**src/rtl/spi_i2s_pkg.sv**
```systemverilog
// Shared SPI/I2S definitions: word-length encodings, RX state encodings and
// the datlen -> bits-per-word mapping.
package spi_i2s_pkg;

  typedef enum logic [1:0] {
    DL_8  = 2'b00,
    DL_16 = 2'b01,
    DL_24 = 2'b10,
    DL_32 = 2'b11
  } datlen_e;

  typedef enum logic {
    RX_IDLE  = 1'b0,
    RX_SHIFT = 1'b1
  } rx_state_e;

  localparam int WORD_W = 32;

  function automatic logic [5:0] word_len(input logic [1:0] dl);
    logic [5:0] n;
    case (datlen_e'(dl))
      DL_8:    n = 6'd8;
      DL_16:   n = 6'd16;
      DL_24:   n = 6'd24;
      default: n = 6'd32;
    endcase
    return n;
  endfunction

endpackage

```
**src/rtl/spi_i2s_rx_fifo.sv**
```systemverilog
// Synchronous DEPTH x 32 receive FIFO. A push into a full FIFO is dropped and
// flagged on drop, unless a pop happens in the same cycle.
module spi_i2s_rx_fifo
  import spi_i2s_pkg::*;
#(
  parameter int DEPTH = 8,
  parameter int AW    = 3
) (
  input  logic              pclk,
  input  logic              rst_n,
  input  logic              push,
  input  logic [WORD_W-1:0] push_data,
  input  logic              pop,
  output logic [WORD_W-1:0] rd_data,
  output logic              full,
  output logic              empty,
  output logic [AW:0]       fill,
  output logic              drop
);

  logic [WORD_W-1:0] mem_q [DEPTH];
  logic [AW-1:0]     wr_ptr_q, wr_ptr_d;
  logic [AW-1:0]     rd_ptr_q, rd_ptr_d;
  logic [AW:0]       cnt_q, cnt_d;
  logic              wr, rd;

  assign full  = (cnt_q == (AW+1)'(DEPTH));
  assign empty = (cnt_q == '0);
  assign fill  = cnt_q;
  assign rd_data = empty ? '0 : mem_q[rd_ptr_q];

  always_comb begin
    rd       = pop && !empty;
    // A full FIFO still accepts a push when the same cycle frees a slot.
    wr       = push && (!full || rd);
    drop     = push && !wr;
    wr_ptr_d = wr ? wr_ptr_q + 1'b1 : wr_ptr_q;
    rd_ptr_d = rd ? rd_ptr_q + 1'b1 : rd_ptr_q;
    cnt_d    = cnt_q + {{AW{1'b0}}, wr} - {{AW{1'b0}}, rd};
  end

  always_ff @(posedge pclk or negedge rst_n) begin
    if (!rst_n) begin
      wr_ptr_q <= '0;
      rd_ptr_q <= '0;
      cnt_q    <= '0;
    end else begin
      wr_ptr_q <= wr_ptr_d;
      rd_ptr_q <= rd_ptr_d;
      cnt_q    <= cnt_d;
    end
  end

  always_ff @(posedge pclk) begin
    if (wr) mem_q[wr_ptr_q] <= push_data;
  end

endmodule

```
**src/rtl/spi_i2s_rx_ctrl.sv**
```systemverilog
// SPI/I2S receive control: assembles sampled bits into words and queues them
// for APB reads. Optional partial-word timeout under `RX_TIMEOUT_EN.
module spi_i2s_rx_ctrl
  import spi_i2s_pkg::*;
#(
  parameter int DEPTH  = 8,
  parameter int AW     = 3,
  parameter int TO_CYC = 64
) (
  input  logic              pclk,
  input  logic              rst_n,
  input  logic              i2smod,
  input  logic              rx_en,
  input  logic [1:0]        datlen,
  input  logic              frm_start,
  input  logic              bit_vld,
  input  logic              bit_in,
  input  logic              rd_en,
  input  logic              ovr_clr,
  output logic [WORD_W-1:0] rd_data,
  output logic              rxne,
  output logic [AW:0]       rx_fill,
  output logic              ovr,
  output logic              bsy_rx,
  output logic              rx_to
);

  rx_state_e         state_q, state_d;
  logic [5:0]        bit_cnt_q, bit_cnt_d;
  logic [WORD_W-1:0] shift_q, shift_d;
  logic [WORD_W-1:0] word_q, word_d;
  logic              push_q, push_d;
  logic              ovr_q, ovr_d;
  logic              rx_to_q, rx_to_d;
  logic [5:0]        base_cnt, cnt_nxt;
  logic [WORD_W-1:0] base_shift, shift_nxt;
  logic              take;
  logic              fifo_full, fifo_empty, fifo_drop;

  assign bsy_rx = (state_q == RX_SHIFT) && (bit_cnt_q != '0);

`ifdef RX_TIMEOUT_EN
  localparam int TW = $clog2(TO_CYC + 1);
  logic [TW-1:0] to_cnt_q, to_cnt_d;
  logic          unused_cfg;
  assign unused_cfg = i2smod;
`else
  logic unused_cfg;
  assign unused_cfg = i2smod ^ (TO_CYC != 0);
`endif

  always_comb begin
    state_d    = state_q;
    bit_cnt_d  = bit_cnt_q;
    shift_d    = shift_q;
    word_d     = word_q;
    push_d     = 1'b0;
    rx_to_d    = 1'b0;
    base_cnt   = bit_cnt_q;
    base_shift = shift_q;
    take       = 1'b0;
    cnt_nxt    = '0;
    shift_nxt  = '0;

    case (state_q)
      RX_IDLE: begin
        if (rx_en && frm_start) begin
          state_d    = RX_SHIFT;
          base_cnt   = '0;
          base_shift = '0;
          bit_cnt_d  = '0;
          shift_d    = '0;
          take       = bit_vld;
        end
      end
      default: begin
        if (!rx_en) begin
          state_d   = RX_IDLE;
          bit_cnt_d = '0;
          shift_d   = '0;
        end else begin
          // A frame boundary restarts the word before any same-cycle bit lands.
          if (frm_start) begin
            base_cnt   = '0;
            base_shift = '0;
            bit_cnt_d  = '0;
            shift_d    = '0;
          end
          take = bit_vld;
        end
      end
    endcase

    if (take) begin
      cnt_nxt   = base_cnt + 6'd1;
      shift_nxt = {base_shift[WORD_W-2:0], bit_in};
      if (cnt_nxt == word_len(datlen)) begin
        word_d    = shift_nxt;
        push_d    = 1'b1;
        bit_cnt_d = '0;
        shift_d   = '0;
      end else begin
        bit_cnt_d = cnt_nxt;
        shift_d   = shift_nxt;
      end
    end

`ifdef RX_TIMEOUT_EN
    to_cnt_d = '0;
    if (!bit_vld && !frm_start && bsy_rx) begin
      if (to_cnt_q == TW'(TO_CYC - 1)) begin
        rx_to_d   = 1'b1;
        state_d   = RX_IDLE;
        bit_cnt_d = '0;
        shift_d   = '0;
      end else begin
        to_cnt_d = to_cnt_q + 1'b1;
      end
    end
`endif

    ovr_d = ovr_clr ? 1'b0 : ovr_q;
    if (fifo_drop) ovr_d = 1'b1;
  end

  always_ff @(posedge pclk or negedge rst_n) begin
    if (!rst_n) begin
      state_q   <= RX_IDLE;
      bit_cnt_q <= '0;
      shift_q   <= '0;
      word_q    <= '0;
      push_q    <= 1'b0;
      ovr_q     <= 1'b0;
      rx_to_q   <= 1'b0;
`ifdef RX_TIMEOUT_EN
      to_cnt_q  <= '0;
`endif
    end else begin
      state_q   <= state_d;
      bit_cnt_q <= bit_cnt_d;
      shift_q   <= shift_d;
      word_q    <= word_d;
      push_q    <= push_d;
      ovr_q     <= ovr_d;
      rx_to_q   <= rx_to_d;
`ifdef RX_TIMEOUT_EN
      to_cnt_q  <= to_cnt_d;
`endif
    end
  end

  assign ovr   = ovr_q;
  assign rx_to = rx_to_q;
  assign rxne  = !fifo_empty;

  spi_i2s_rx_fifo #(
    .DEPTH (DEPTH),
    .AW    (AW)
  ) u_fifo (
    .pclk      (pclk),
    .rst_n     (rst_n),
    .push      (push_q),
    .push_data (word_q),
    .pop       (rd_en),
    .rd_data   (rd_data),
    .full      (fifo_full),
    .empty     (fifo_empty),
    .fill      (rx_fill),
    .drop      (fifo_drop)
  );

  logic unused_full;
  assign unused_full = fifo_full;

endmodule
```
**config.mk**
```make
export PLATFORM = sky130hd
export DESIGN_NAME = spi_i2s_rx_ctrl
export DESIGN_NICKNAME = d
export VERILOG_FILES = /design/src/rtl/spi_i2s_pkg.sv /design/src/rtl/spi_i2s_rx_fifo.sv /design/src/rtl/spi_i2s_rx_ctrl.sv
export SDC_FILE = /design/constraint.sdc
export NUM_CORES = 1
export LEC_CHECK = 0
export ABC_AREA = 1
export BUFFER_PORTS_ARGS = -buffer_cell sky130_fd_sc_hd__buf_2
export CAP_MARGIN = 20
export CELL_PAD_IN_SITES_DETAIL_PLACEMENT = 0
export CELL_PAD_IN_SITES_GLOBAL_PLACEMENT = 1
export CORE_MARGIN = 2
export CORE_UTILIZATION = 52
export CTS_BUF_LIST = sky130_fd_sc_hd__clkbuf_8
export DETAILED_ROUTE_END_ITERATION = 7
export GPL_TIMING_DRIVEN = 0
export PLACE_DENSITY_LB_ADDON = 0.2
export REMOVE_ABC_BUFFERS = 1
export SKIP_LAST_GASP = 1
export SYNTH_ARGS = -nofsm -noshare
export SYNTH_HDL_FRONTEND = slang
export SYNTH_SLANG_ARGS = --single-unit
export TNS_END_PERCENT = 100
```
**constraint.sdc**
```tcl
create_clock -name pclk -period 4.3 [get_ports pclk]
set_clock_uncertainty 0.15 [all_clocks]
set_input_delay 1.29 -clock pclk [delete_from_list [all_inputs] [get_ports pclk]]
set_output_delay 1.29 -clock pclk [all_outputs]
set_load 0.02 [all_outputs]
```
==> results of run 1 <==
-- area by class of cell --
type | instances | share of cell area (%)
Timing Repair inverter | 2 | 0.08640
Timing Repair Buffer | 69 | 4.084
Tap cell | 341 | 2.678
Clock inverter | 32 | 1.037
Clock buffer | 66 | 5.702
Multi-Input combinational cell | 756 | 23.41
Sequential cell | 338 | 61.19
Inverter | 69 | 1.814
-- placed cells by master (no fill, tap or decap), types with 3 or more instances in the layout --
master | synthesis | routed
nor2_1 | 300 | 292
nand4_1 | 35 | 35
nor2_4 | 2 | 10
buf_16 | 0 | 5
inv_1 | 67 | 85
xor2_1 | 3 | 3
edfxtp_1 | 256 | 256
clkbuf_8 | 0 | 66
dfrtp_1 | 82 | 79
ha_1 | 12 | 12
clkinvlp_4 | 0 | 4
buf_2 | 16 | 47
o32ai_1 | 65 | 65
o21ai_0 | 95 | 95
nand2_4 | 3 | 3
nand2_1 | 173 | 172
a21oi_1 | 4 | 4
buf_4 | 7 | 5
clkinv_2 | 0 | 6
nand3_1 | 47 | 47
buf_12 | 0 | 10
nand2_2 | 3 | 4
-- worst max path at each step --
stage / start / slack (ns) / end / depth (start not counted)
floorplan: u_fifo.rd_ptr_q[0] / -2.00 / rd_data[0] / 5
global placement: u_fifo.rd_ptr_q[0] / -6.02 / rd_data[17] / 6
detailed placement: rx_en / -0.89 / word_q[12] / 15
CTS: rx_en / 0.01 / word_q[12] / 16
global route: u_fifo.rd_ptr_q[0] / 0.04 / rd_data[5] / 7
finish: u_fifo.rd_ptr_q[2] / 0.20 / rd_data[23] / 6
-- sequential cells by signal (all words and copies together), names as in the netlist --
signal / cells
bit_cnt_q: 6
u_fifo.fill: 4
word_q: 32
u_fifo.mem_q: 256
u_fifo.rd_ptr_q: 3
u_fifo.wr_ptr_q: 3
state_q: 1
push_q: 1
ovr: 1
shift_q: 31
-- power breakdown --
group | leakage [nW] | internal [mW] | switching [mW]
Clock | 0.622 | 1.44 | 1.21
Combinational | 2.13 | 0.760 | 1.58
Sequential | 2.89 | 3.52 | 0.195
Total | 5.64 | 5.72 | 2.98
-- routing by layer --
layer	GRT usage (%)	routed length (µm)
met4	7.721	834
met1	30.53	14030
met5	0	0
met3	3.526	1614
met2	37.59	15040
-- stage by stage --
step	hold WS [ns]	instance area (µm²)	util, %
finish	0.3765	15930	59.61
floorplan	0.3421	13660	-
global placement	0.3651	14330	53.60
global route	0.4097	15930	59.61
CTS	0.3875	15860	59.34
detailed placement	0.3733	14750	55.18
-- logic make-up after synthesis --
kind of cell / count (synthesis)
adders and majority gates: 13
AOI/OAI and AO/OA: 167
DFF: 338
xor gates and xnor gates: 5
buffers and inverters: 147
other: 1
and+or+nand+nor: 569
-- critical path: stages, from the launching register on --
cell,delay [ns]
dfrtp_2,0.57
buf_12,0.24
inv_1,0.46
buf_16,0.25
o21ai_1,0.09
nor2_1,0.22
buf_2,0.21
-- what timing repair did --
| item | 4_1_cts | 5_1_grt |
|---|---|---|
| endpoints found under the setup margin | 101 | 79 |
| gates resized for setup | 5 | 1 |
| buffers inserted | 1 | 4 |
| cloned | 2 | 2 |
| pin swaps | 2 | 1 |
==> out/results.ini, run 1 <==
[status]
status=finished, final reports clean

[synth]
synth_xor_area_share_pct=0.3119
synth.distinct_cells=31
yosysTopAreaCell=edfxtp_1
synth_top_cell_area_share_pct=54.74
netlist_top_cells_area=edfxtp_1 55%, dfrtp_1 15%, nor2_1 8.0%, nand2_1 4.6%, o32ai_1 4.1%
synth_simple_gate_area_share_pct=16.81
synthAdderAreaFrac_pct=1.212
synth-seq-area-share_pct=69.36
syn_avg_cell_area_um2=11.32
ys_async_sr_fraction_pct=24.26
netlist_area_mm2=0.01404
syn_inst=1240
synth_seq_cells=338
synth-main-ff-cell=edfxtp_1
synth-edff-count=256
synthMuxAreaShare_pct=0
synth_compound_area_share_pct=7.698
synth_top_family_by_area=simple AND/OR/NAND/NOR gates
yosysMostFrequentCell=nor2_1
synth_warnings=0
synth_common_cells=300 x nor2_1, 256 x edfxtp_1, 173 x nand2_1, 95 x o21ai_0, 82 x dfrtp_1

[critical_path]
r2r_slack_ns=0.78
crit_required_ns=2.86
rr_startpoint=u_fifo.fill[2]
reg2regPathDepth=10
worstSetupPathType=register to output pin
crit_path_end_kind=output pin
arrival_ns=2.66
cp_max_fo=21
cp-start-kind=register
r2r_end=u_fifo.mem_q[3][2]

[timing]
final-hold-violation-count=0
setup_viol=0
fin_crit_ns=4.104
finalSetupTns_ns=0
layout_worst_path_cycle_share_pct=95.44
report.final.slew_viol_count=0
rsz0062_at_grt=false
fin_ws_ns=0.1960
slew_headroom_pct=38.30
worstMarginPinSlew_ns=0.9246
fmax_ghz=0.2437

[pwr]
power.total_mw=8.707
ir_drop_uv=621.0
power.density_mw_per_mm2=546.6
leakagePower_nw=5.644

[placed_design]
io_buffers=48
gp_congestion=0.7605
post-place-ws_ns=-0.8867
numPlacedInstances=1567
hpwl_mm=16.83

[final_layout]
final_layout_size_suffix_gt1_share_pct=13.29
fin_nets=1312
fin_cells=1673
fill_cells=2210
antennaDiodeCount=0
multi_input_area_mm2=0.003729
area_delta_synth_final_pct=13.45
ff_latch_area_mm2=0.009748

[grt]
antenna_found_initial=0
grt_max_degree=89
first_global_vias=9108
grt.total_usage_pct=22.56
grt-ovfl-total=0
grt_first_pass_wirelength_mm=49.38

[worst_hold_path]
holdPathEnd=ovr
hp-class=register to register
hp-start=ovr
hold_depth=2

[routing]
drt_iter0_drc=799
drc=0
wire_per_inst_um=18.84
viasPerCell=5.521
drt-total-wl_mm=31.51
via_count=9237
antenna_left=0
drt_first_pass_iters=5

[die]
top_level_ports=51
fp.dieW_um=168.3
start_util_pct=52.54
core-area_mm2=0.02673
rows=60
dieArea_mm2=0.02834
die_y_um=168.3

[clocking]
cts_num_sinks=338
root_buffer=clkbuf_8
clk_pin_slew_ns=0.06
cts_hold_buf=0
cts_tree=done
clock_latency_ns=0.58
htreeDepth=2
cts.path.max_buffers=3
cts_inserted_buffers=52

[run]
max_cap_viol_count=0

Power figures use the tool's default switching activity.
==> run 2: changes to the inputs <==
Settings changed: BUFFER_PORTS_ARGS -buffer_cell sky130_fd_sc_hd__buf_2 to unset, CORE_UTILIZATION 52 to 53, DONT_BUFFER_PORTS set to 1.
==> out/results.ini, run 2 (same netlist as run 1, synthesis figures left out) <==
[timing]
finalSetupTns_ns=0
rsz0062_at_grt=false
final-hold-violation-count=0
setup_viol=0
fmax_ghz=0.2427
slew_headroom_pct=42.08
fin_crit_ns=4.121
worstMarginPinSlew_ns=0.8679
layout_worst_path_cycle_share_pct=95.84
report.final.slew_viol_count=0

[die]
top_level_ports=51
dieArea_mm2=0.02781
rows=59
start_util_pct=53.89
fp.dieW_um=166.8
core-area_mm2=0.02606
die_y_um=166.8

[grt]
first_global_vias=8907
grt.total_usage_pct=22.02
grt-ovfl-total=0
grt_first_pass_wirelength_mm=48.09
grt_max_degree=83
antenna_found_initial=0

[run]
max_cap_viol_count=0

[placed_design]
numPlacedInstances=1511
io_buffers=0
hpwl_mm=16.11
gp_congestion=0.7304

[critical_path]
crit_required_ns=2.86
slowest_delay_ns=0.80
arrival_ns=2.68
path_cells=inv_1, buf_16, o21ai_0, nor2_2
cp_num_buf_inv=2
worst_path_max_delay_cell=dfrtp_4
critical-path-top-delay-family=flip-flops
crit_path_end_kind=output pin
worstSetupPathType=register to output pin
reg2regPathDepth=10
cp_max_fo=33
cp-start-kind=register
cp_num_cells=4

[pwr]
p_sw_mw=2.920
power.density_mw_per_mm2=533.6
p_comb_share_pct=25.9
p_clk_share_pct=29.2
switching_share_pct=35.12
intPower_mw=5.395
ir_drop_uv=650.8
seq_power_share_pct=44.9
leakagePower_nw=5.394

[clocking]
cts.path.max_buffers=3
cts_tree=done
htreeDepth=2
root_buffer=clkbuf_8
cts_inserted_buffers=52
clock_latency_ns=0.57
clk_pin_slew_ns=0.06
cts_num_sinks=338
cts_hold_buf=0

[routing]
wire_per_inst_um=18.72
drt_first_pass_iters=6
drt_iter0_drc=717
antenna_left=0
drc=0
viasPerCell=5.587
drt-total-wl_mm=30.18
via_count=9006

[final_layout]
fin_cells=1612
area_delta_synth_final_pct=10.99
reg.largest.list=u_fifo.mem_q x256, word_q x32, shift_q x31
antennaDiodeCount=0
final_cell_mix=272 x nor2_1, 256 x edfxtp_1, 172 x nand2_1
fin_nets=1260
final_util_pct=59.81
largest_reg_flops=256
layout_commonest_cell=nor2_1
top_register=u_fifo.mem_q
final_layout_size_suffix_gt1_share_pct=10.49

[worst_hold_path]
hp-class=primary input to async pin

[status]
status=finished, final reports clean

==> run 2: changes by cell type in the layout (fill, tap and decap cells not counted), moves of 4 or more <==
cell / before / now
buf_2: 47 / 0
buf_4: 5 / 1
clkbuf_8: 66 / 55
clkinv_1: 2 / 15
inv_1: 85 / 80
nor2_1: 292 / 272
nor2_2: 2 / 22
==> run 2: metrics by stage <==
step / hold slack [ns] / setup WS, ns / area [µm²] / total power [mW]
final: 0.2639 / 0.1789 / 15580 / 8.316
after global routing: 0.2230 / 0.09586 / 15580 / 8.744
after CTS: 0.2330 / 0.02498 / 15560 / 8.370
after detailed placement: 0.3727 / -0.7217 / 14470 / 5.744
after global placement: 0.3669 / -5.871 / 14080 / 5.610
after floorplan: 0.3421 / -1.998 / 13660 / 5.098
==> run 2: worst register-to-register path, stage by stage, from the launching register on <==
cell	delay [ns]
dfrtp_1	0.45
inv_1	0.12
ha_1	0.24
nand2_4	0.42
nand2_1	0.22
nand3_1	0.17
nand2_1	0.09
inv_1	0.14
nand2_1	0.25
nor2_4	0.56
buf_12	0.26
==> run 2: area by class of cell <==
cell class / count / area (µm²)
Multi-Input combinational cell: 756 / 3784
Sequential cell: 338 / 9751
Clock buffer: 55 / 757.0
Inverter: 69 / 289.0
Tap cell: 335 / 419.2
Clock inverter: 40 / 192.7
Timing Repair Buffer: 18 / 387.9
Fill cell: 2136 / 10470
Timing Repair inverter: 1 / 5.005
==> run 2: timing repair <==
item / CTS / global route
gates cloned: 2 / 1
buffers inserted: 2 / 1
endpoints found under the setup margin: 65 / 63
resized for setup: 25 / 4
pin swaps: 2 / 3
==> run 2: path summary, 6_finish.rpt <==
check | slack [ns] | from | end
max | 0.18 | u_fifo.rd_ptr_q[2] | rd_data[15]
min | 0.26 | rst_n | u_fifo.rd_ptr_q[1]
max reg2reg | 0.90 | u_fifo.fill[2] | u_fifo.mem_q[1][18]
min reg2reg | 0.38 | push_q | ovr
max in group asynchronous | 3.56 | rst_n | word_q[25]
min in group pclk | 0.38 | push_q | ovr
==> run 2: metal layers <==
layer  vias to the layer above  global-route usage, %  share of wire (%)
met2                       235                  37.15                 49
met4                         0                  6.859                2.1
met3                        55                  4.396                5.8
li1                       4324                      -                  -
met5                         -                      0                  0
met1                      4392                  29.06                 43
==> run 2: power by group through the flow <==
stage	clock (mW)	sequential [mW]	combinational, mW
after floorplan	0	3.86	1.24
after global placement	0	4.05	1.56
after detailed placement	0	3.89	1.85
after CTS	2.48	3.77	2.12
after global routing	2.63	3.75	2.36
final	2.43	3.74	2.15
